===== config.mk =====
export PLATFORM = sky130hd
export DESIGN_NAME = ps2_host_tx
export DESIGN_NICKNAME = d
export VERILOG_FILES = /design/src/rtl/ps2_pkg.sv /design/src/rtl/ps2_line_filter.sv /design/src/rtl/ps2_host_tx.sv
export SDC_FILE = /design/constraint.sdc
export NUM_CORES = 1
export LEC_CHECK = 0
export CORE_ASPECT_RATIO = 0.5
export CORE_UTILIZATION = 61
export DETAILED_ROUTE_END_ITERATION = 6
export PLACE_DENSITY_LB_ADDON = 0.25
export RECOVER_POWER = 25
export SYNTH_ARGS = -nofsm -noshare
export SYNTH_HDL_FRONTEND = slang
export SYNTH_SLANG_ARGS = --single-unit

===== constraint.sdc =====
create_clock -name clock -period 2.8 [get_ports clock]
set_clock_uncertainty 0.1 [all_clocks]
set_input_delay 0.28 -clock clock [delete_from_list [all_inputs] [get_ports clock]]
set_output_delay 0.28 -clock clock [all_outputs]
set_load 0.02 [all_outputs]

===== src/rtl/ps2_pkg.sv =====
// Shared PS/2 host-transmit definitions: FSM states, frame size and default timing constants.
package ps2_pkg;

    typedef enum logic [2:0] {
        IDLE,
        INHIBIT,
        RTS,
        SEND,
        ACK,
        WAIT_IDLE
    } state_t;

    localparam int unsigned FRAME_BITS         = 10;
    localparam int unsigned DEF_INHIBIT_CYCLES = 10000;
    localparam int unsigned DEF_TIMEOUT_CYCLES = 2000000;
    localparam int unsigned DEF_FILTER_LEN     = 8;

    function automatic logic odd_parity(input logic [7:0] d);
        return ~^d;
    endfunction

endpackage


===== src/rtl/ps2_line_filter.sv =====
// Two-flop synchronizer plus run-length glitch filter for one PS/2 line, with a falling-edge strobe.
module ps2_line_filter
    import ps2_pkg::*;
#(
    parameter int unsigned FILTER_LEN = DEF_FILTER_LEN
) (
    input  logic clock,
    input  logic reset,
    input  logic line_in,
    output logic level,
    output logic fall
);

    localparam int unsigned CW = $clog2(FILTER_LEN) + 1;

    logic [1:0]    sync;
    logic [CW-1:0] run_cnt;

    // The filtered level only flips after FILTER_LEN consecutive samples disagree with it.
    always_ff @(posedge clock or posedge reset) begin
        if (reset) begin
            sync    <= '1;
            run_cnt <= '0;
            level   <= 1'b1;
            fall    <= 1'b0;
        end else begin
            sync <= {sync[0], line_in};
            fall <= 1'b0;
            if (sync[1] == level) begin
                run_cnt <= '0;
            end else if (run_cnt == CW'(FILTER_LEN - 1)) begin
                run_cnt <= '0;
                level   <= sync[1];
                fall    <= level;
            end else begin
                run_cnt <= run_cnt + CW'(1);
            end
        end
    end

endmodule


===== src/rtl/ps2_host_tx.sv =====
// PS/2 host-to-device command transmitter: inhibit, request-to-send, device-clocked frame, ack check.
module ps2_host_tx
    import ps2_pkg::*;
#(
    parameter int unsigned INHIBIT_CYCLES = DEF_INHIBIT_CYCLES,
    parameter int unsigned TIMEOUT_CYCLES = DEF_TIMEOUT_CYCLES,
    parameter int unsigned FILTER_LEN     = DEF_FILTER_LEN
) (
    input  logic       clock,
    input  logic       reset,
    input  logic [7:0] tx_data,
    input  logic       tx_valid,
    output logic       tx_ready,
    input  logic       ps2_clk_in,
    input  logic       ps2_data_in,
    output logic       ps2_clk_oe,
    output logic       ps2_data_oe,
    output logic       tx_done,
    output logic       tx_error
);

    localparam int unsigned IW     = $clog2(INHIBIT_CYCLES) + 1;
    localparam int unsigned TW     = $clog2(TIMEOUT_CYCLES) + 1;
    localparam int unsigned BW     = $clog2(FRAME_BITS) + 1;
    localparam int unsigned SETTLE = FILTER_LEN + 2;
    localparam int unsigned SW     = $clog2(SETTLE) + 1;

    state_t                state;
    logic [IW-1:0]         inhibit_cnt;
    logic [TW-1:0]         wd_cnt;
    logic [BW-1:0]         bit_cnt;
    logic [FRAME_BITS-1:0] shreg;
    logic                  ack_ok;
    logic [SW-1:0]         settle_cnt;
    logic                  settled;
    logic                  timed_out;
    logic                  clk_level, clk_fall;
    logic                  data_level, data_fall_unused;

    ps2_line_filter #(.FILTER_LEN(FILTER_LEN)) u_clk_filt (
        .clock   (clock),
        .reset   (reset),
        .line_in (ps2_clk_in),
        .level   (clk_level),
        .fall    (clk_fall)
    );

    ps2_line_filter #(.FILTER_LEN(FILTER_LEN)) u_data_filt (
        .clock   (clock),
        .reset   (reset),
        .line_in (ps2_data_in),
        .level   (data_level),
        .fall    (data_fall_unused)
    );

    // Requests are held off until the filters have flushed their post-reset contents.
    always_ff @(posedge clock or posedge reset) begin
        if (reset)
            settle_cnt <= '0;
        else if (!settled)
            settle_cnt <= settle_cnt + SW'(1);
    end

    assign settled   = (settle_cnt == SW'(SETTLE));
    assign timed_out = (wd_cnt == TW'(TIMEOUT_CYCLES - 1)) &&
                       (state inside {SEND, ACK, WAIT_IDLE});

    always_ff @(posedge clock or posedge reset) begin
        if (reset) begin
            state       <= IDLE;
            tx_ready    <= 1'b1;
            ps2_clk_oe  <= 1'b0;
            ps2_data_oe <= 1'b0;
            tx_done     <= 1'b0;
            tx_error    <= 1'b0;
            inhibit_cnt <= '0;
            wd_cnt      <= '0;
            bit_cnt     <= '0;
            shreg       <= '0;
            ack_ok      <= 1'b0;
        end else begin
            tx_done  <= 1'b0;
            tx_error <= 1'b0;
            if (timed_out) begin
                state       <= IDLE;
                tx_ready    <= 1'b1;
                ps2_clk_oe  <= 1'b0;
                ps2_data_oe <= 1'b0;
                tx_error    <= 1'b1;
            end else begin
                unique case (state)
                    IDLE: begin
                        ps2_clk_oe  <= 1'b0;
                        ps2_data_oe <= 1'b0;
                        tx_ready    <= 1'b1;
                        if (tx_valid && settled) begin
                            shreg       <= {1'b1, odd_parity(tx_data), tx_data};
                            inhibit_cnt <= '0;
                            tx_ready    <= 1'b0;
                            ps2_clk_oe  <= 1'b1;
                            state       <= INHIBIT;
                        end
                    end
                    INHIBIT: begin
                        if (inhibit_cnt == IW'(INHIBIT_CYCLES - 1)) begin
                            ps2_data_oe <= 1'b1;
                            state       <= RTS;
                        end else begin
                            inhibit_cnt <= inhibit_cnt + IW'(1);
                        end
                    end
                    RTS: begin
                        ps2_clk_oe <= 1'b0;
                        wd_cnt     <= '0;
                        bit_cnt    <= '0;
                        state      <= SEND;
                    end
                    // Device samples on its rising edge, so the next bit goes out right after each fall.
                    SEND: begin
                        if (clk_fall) begin
                            wd_cnt      <= '0;
                            ps2_data_oe <= ~shreg[0];
                            shreg       <= shreg >> 1;
                            bit_cnt     <= bit_cnt + BW'(1);
                            if (bit_cnt == BW'(FRAME_BITS - 1))
                                state <= ACK;
                        end else begin
                            wd_cnt <= wd_cnt + TW'(1);
                        end
                    end
                    ACK: begin
                        if (clk_fall) begin
                            wd_cnt <= '0;
                            ack_ok <= ~data_level;
                            state  <= WAIT_IDLE;
                        end else begin
                            wd_cnt <= wd_cnt + TW'(1);
                        end
                    end
                    WAIT_IDLE: begin
                        if (clk_level && data_level) begin
                            tx_done  <= ack_ok;
                            tx_error <= ~ack_ok;
                            tx_ready <= 1'b1;
                            state    <= IDLE;
                        end else if (clk_fall) begin
                            wd_cnt <= '0;
                        end else begin
                            wd_cnt <= wd_cnt + TW'(1);
                        end
                    end
                    default: begin
                        tx_ready    <= 1'b1;
                        ps2_clk_oe  <= 1'b0;
                        ps2_data_oe <= 1'b0;
                        state       <= IDLE;
                    end
                endcase
            end
        end
    end

endmodule

Yosys cells after proc, flatten, opt, wreduce, memory -nomap -nowiden
Index checks and enable logic that the tools add are counted.
- register bits after elaboration: 81
- bits of input ports: 13
- output and inout bits: 5
- add/sub/neg operators: 6
- equality and inequality tests: 26
- mux-type cells: 42
- bitwise gates (word level): 6
- reductions and logical operators: 24
- operators by type and width (operator ; count):
    $pmux W22 S3 ; 1
    $mux W22 ; 2
    $mux W15 ; 2
    $pmux W15 S2 ; 1
    $add A22 B1 Y22 const B ; 1
    $eq A22 B21 Y1 const B ; 1
    $mux W3 ; 7
    $mux W10 ; 2
    $pmux W10 S2 ; 1
    $pmux W3 S6 ; 1
    $mux W1 ; 16
    $mux W4 ; 4
    $add A15 B1 Y15 const B ; 1
    $eq A15 B14 Y1 const B ; 1
    $ne A3 B2 Y1 const B ; 4
    $reduce_and A3 Y1 ; 4
    $add A5 B1 Y5 const B ; 2
    $eq A5 B4 Y1 const B ; 2
    $pmux W5 S2 ; 1
    $add A4 B1 Y4 const B ; 2
    $eq A4 B3 Y1 const B ; 2
    $ne A2 B1 Y1 const B ; 4
    $reduce_and A4 Y1 ; 2
    $reduce_or A4 Y1 ; 2
    19 further kinds ; 38

Longest topological paths before layout
- depth after elaboration: 5
- depth in mapped cells: 9
- depth with buffers taken out: 7

By module
Synthesis repeated with hierarchy kept, for this count alone.
- cells, all modules: 427
- area total of the unflattened synthesis: 4468.0 um^2
- modules (own cells, without submodules) (module ; instances ; cells each ; area each (um^2)):
    ps2_host_tx ; 1 ; 383 ; 3837.4
    ps2_line_filter ; 2 ; 22 ; 315.3

Worst setup path after synthesis
No wires, ideal clock.
- path type: register to register
- start point: register settle_cnt[0]
- end point: register shreg[0]
- library setup time: 0.125 ns
- arrival time: 2.028 ns
- slack: 0.548 ns
- stages on the path, launching flop included: 9
- period minus slack after synthesis: 2.252 ns
- path through: dfrtp_1 > inv_1 > ha_1 > and4bb_2 > nand2_1 > or4_1 > clkbuf_1 > nand2_2 > mux2_2
- word-level cells in the longest chain between the ends: 4
- RTL lines (element ; line ; RTL):
    from (decl) ; ps2_host_tx.sv:34 ; logic [SW-1:0] settle_cnt;
    from (signal assigned) ; ps2_host_tx.sv:61 ; settle_cnt <= settle_cnt + SW'(1);
    $eq A5 B4 Y1 ; ps2_host_tx.sv:64 ; assign settled = (settle_cnt == SW'(SETTLE));
    $logic_and A1 B1 Y1 ; ps2_host_tx.sv:96 ; if (tx_valid && settled) begin
    $ne A2 B2 Y1 (no source line) ; -- ;
    $reduce_and A4 Y1 (no source line) ; -- ;
    to (signal assigned) ; ps2_host_tx.sv:97 ; shreg <= {1'b1, odd_parity(tx_data), tx_data};
    to (signal assigned) ; ps2_host_tx.sv:123 ; shreg <= shreg >> 1;
    to (decl) ; ps2_host_tx.sv:32 ; logic [FRAME_BITS-1:0] shreg;
Every way passes these cells.
A chain may end at the register's enable or synchronous reset.

Worst setup path after layout
- start point: register wd_cnt[0]
- end point: register wd_cnt[19]
- word-level cells in the longest chain between the ends: 4
- elaborated cells on any way between the ends: 8
- those cells by class: add/sub: 1; eq/ne: 1; mux: 3; bitwise: 1; reduce/logical: 2
- RTL lines (element ; line ; RTL):
    from (decl) ; ps2_host_tx.sv:30 ; logic [TW-1:0] wd_cnt;
    from (signal assigned) ; ps2_host_tx.sv:128 ; wd_cnt <= wd_cnt + TW'(1);
    from (signal assigned) ; ps2_host_tx.sv:137 ; wd_cnt <= wd_cnt + TW'(1);
    from (signal assigned) ; ps2_host_tx.sv:149 ; wd_cnt <= wd_cnt + TW'(1);
    $add A22 B1 Y22 / $eq A22 B21 Y1 (equally long branches) ; -- ;
    $mux W22 / $logic_and A1 B1 Y1 (equally long branches) ; -- ;
    $mux W22 / $not A1 Y1 (equally long branches) ; -- ;
    $pmux W22 S3 / $reduce_and A3 Y1 (equally long branches) ; -- ;
Several ways; a longest one is shown, not always the timed one. The select of a mux whose other input is x is not followed.

==> results.cfg <==
[outcome]
status = complete, no violations

[logic_synthesis]
synth-compound-area-share_pct = 16.9
synth-edff-count = 0
synth_flop_cell = dfrtp_1
syn_inst = 467
netlist_area_um2 = 4430
ys_ff_latch = 81
yosys.area_share.xor_xnor_pct = 4.74
synth_cell_types = 66
yosys.area_share.simple_pct = 23.3
muxShareOfSynthArea_pct = 3.44
yosysWarnings = 0
ys_async_sr_fraction_pct = 100
synth_nets = 488
yosys.area_share.adder_pct = 2.26
yosysSeqAreaShare_pct = 45.9
syn_avg_cell_area_um2 = 9.49
synth_top_family_by_area = simple AND/OR/NAND/NOR gates

[run]
drv_cap = 0

[finish]
layout.nets = 513
final_util_pct = 74.5
antenna_cells_inserted = 0
fin_area_um2 = 5110
area_growth_pct = 15.2
drive_above_1_share_pct = 13.7
final_common_cell = dfrtp_1
instances_no_fill = 589
final_cell_mix = dfrtp_1, nand2_1, o21ai_0, nor2_1, nand3_1

[clocking]
htreeDepth = 3
post_cts_buffers = 0
post_cts_resized = 0
clkSlewWorstSetupHoldPaths_ps = 60
cts-buffers-inserted = 9
clock_latency_ps = 350
root_buffer = clkbuf_16
ctsHoldBuffers = 0
cts_sinks = 81
clock_path_buffers = 2
tritoncts = yes

[die]
dieArea_um2 = 7630
rows = 21
start_util_pct = 64.6
die_h_um = 62.3
die_w_um = 123
pin_count = 18
core_um2 = 6860

[timing]
rsz0062_at_grt = no
layout_setup_ws_ps = 218
post-route-period-util_pct = 92.2
slew_headroom_pct = 31.3
setup_viol = 0
worst_slew_pin_slew_ps = 1030
min_period_ps = 2580
slew_violations = 0
hold-worst-slack_ps = 261
fmax_mhz = 387
hold_viol = 0
tns_ps = 0

[detailed_routing]
routed_via_density = 6.27
wire_per_inst_um = 16.4
dr.first_iter.drc_count = 415
wirelength_um = 9660
num_vias = 3694
drcViolationCount = 0
drt-pass1-iter-count = 7
ant_nets = 0

[place]
place_area_um2 = 4780
port_buffers = 17
dp_hpwl_um = 6420
dpl_worst_slack_ps = 230
globalplace.congestion = 0.874
dp.cells = 573

[hold_path]
hold_path_depth = 0
min-delay-path-class = reg -> reg

[global_routing]
grt-ovfl-total = 0
grt_max_degree = 42
grt_pass1_wl_um = 16500
grt_use_total_pct = 28.2
antenna_found_initial = 0
grt_pass1_vias = 3501

[power_and_ir_drop]
fin_total_pwr_mw = 2.74
power.leakage_nw = 2.10
cellPowerDensity_nw_per_um2 = 537
ir_drop_mv = 0.427

[critical_path]
path_cells = ha_1 -> and4_1 -> nand3_1 -> or3_1 -> nand3_2 -> o41ai_1
crit_path_start_kind = flop
cp.arrival_ps = 2710
crit_required_ps = 2930
critPathKind = reg -> reg
critPathMaxStageDelay_ps = 450
crit_family = simple AND/OR/NAND/NOR gates
critPathBufInv = 0
slowest_stage = o41ai_1
endpoint_kind = flop
cp.depth = 6
r2r_cells = 6
cp_max_fo = 18
## area by class of cell
type / instances / area, um^2
clock buffer: 10 / 239
clock inverter: 6 / 90.1
inverter: 15 / 57.6
timing repair buffer: 35 / 303
fill: 476 / 1750
multi-input combinational: 350 / 2270
sequential: 81 / 2040
tap: 92 / 115
## Yosys cell counts, types with 3 or more instances
| library cell | n | area [um^2] |
|---|---|---|
| dfstp_2 | 7 | 184 |
| xor2_1 | 4 | 35.0 |
| a21oi_1 | 15 | 75.1 |
| nand3_1 | 25 | 125 |
| a21o_1 | 4 | 30.0 |
| xnor2_1 | 20 | 175 |
| mux2i_1 | 4 | 40.0 |
| nor4_1 | 5 | 31.3 |
| nor3_1 | 10 | 50.1 |
| a41oi_1 | 4 | 35.0 |
| and3_1 | 5 | 31.3 |
| a31oi_1 | 5 | 31.3 |
| dfrtp_1 | 74 | 1850 |
| clkbuf_1 | 14 | 52.6 |
| and2_1 | 6 | 37.5 |
| buf_2 | 4 | 20.0 |
| nor2b_1 | 5 | 31.3 |
| inv_1 | 15 | 56.3 |
| nand2_1 | 53 | 199 |
| o41ai_1 | 3 | 26.3 |
| ha_1 | 8 | 100 |
| or3_1 | 4 | 25.0 |
| o31ai_1 | 13 | 97.6 |
| nand3b_1 | 6 | 45.0 |
| a211oi_1 | 3 | 22.5 |
| o21ai_0 | 34 | 170 |
| nand4_1 | 16 | 100 |
| mux2_2 | 10 | 113 |
| nor3b_1 | 6 | 45.0 |
| nand2b_1 | 7 | 43.8 |
| nor2_1 | 30 | 113 |
| and4_1 | 3 | 26.3 |
## cells by family after synthesis
| family | count (synthesis) |
|---|---|
| simple gates | 195 |
| compound gates | 109 |
| flops | 81 |
| buf+inv | 36 |
| xor+xnor | 24 |
| mux | 14 |
| fa+ha+maj | 8 |
## per-layer routing
metal / global-route usage [%] / vias to the layer above / share of wire, %
li1: - / 1771 / -
met5: 0 / - / 0
met3: 7.44 / 16 / 6.1
met1: 38.4 / 1785 / 46
met2: 43.0 / 122 / 47
met4: 11.1 / 0 / 1.6
## worst reg2reg max path, stage by stage (launching register included)
cell and delay (ps):
dfrtp_1 420, ha_1 260, and4_1 260, nand3_1 290, or3_1 300, nand3_2 380, o41ai_1 460
## power by group
group / leakage, nW / total (mW) / switching [mW] / internal [mW]
Clock: 0.159 / 1.29 / 0.487 / 0.808
Combinational: 0.958 / 0.174 / 0.0892 / 0.0844
Sequential: 0.978 / 1.27 / 0.0429 / 1.23
## final timing paths
path	startpoint	slack, ps	endpoint
max in group asynchronous	reset	780	inhibit_cnt[10]
worst max register to register	wd_cnt[0]	220	wd_cnt[19]
worst min-delay path	u_clk_filt.sync[0]	260	u_clk_filt.sync[1]
worst min register to register	u_clk_filt.sync[0]	260	u_clk_filt.sync[1]
worst max-delay path	wd_cnt[0]	220	wd_cnt[19]
min in group asynchronous	reset	390	ps2_data_oe
## flip-flops by register name (all words and copies together) (netlist names), 2 cells and up
register and cells:
wd_cnt 22, inhibit_cnt 15, shreg 10, bit_cnt 5, settle_cnt 5, u_clk_filt.run_cnt 4
u_data_filt.run_cnt 4, state 3, u_clk_filt.sync 2, u_data_filt.sync 2
No activity file was read; power rests on OpenSTA's default activity.
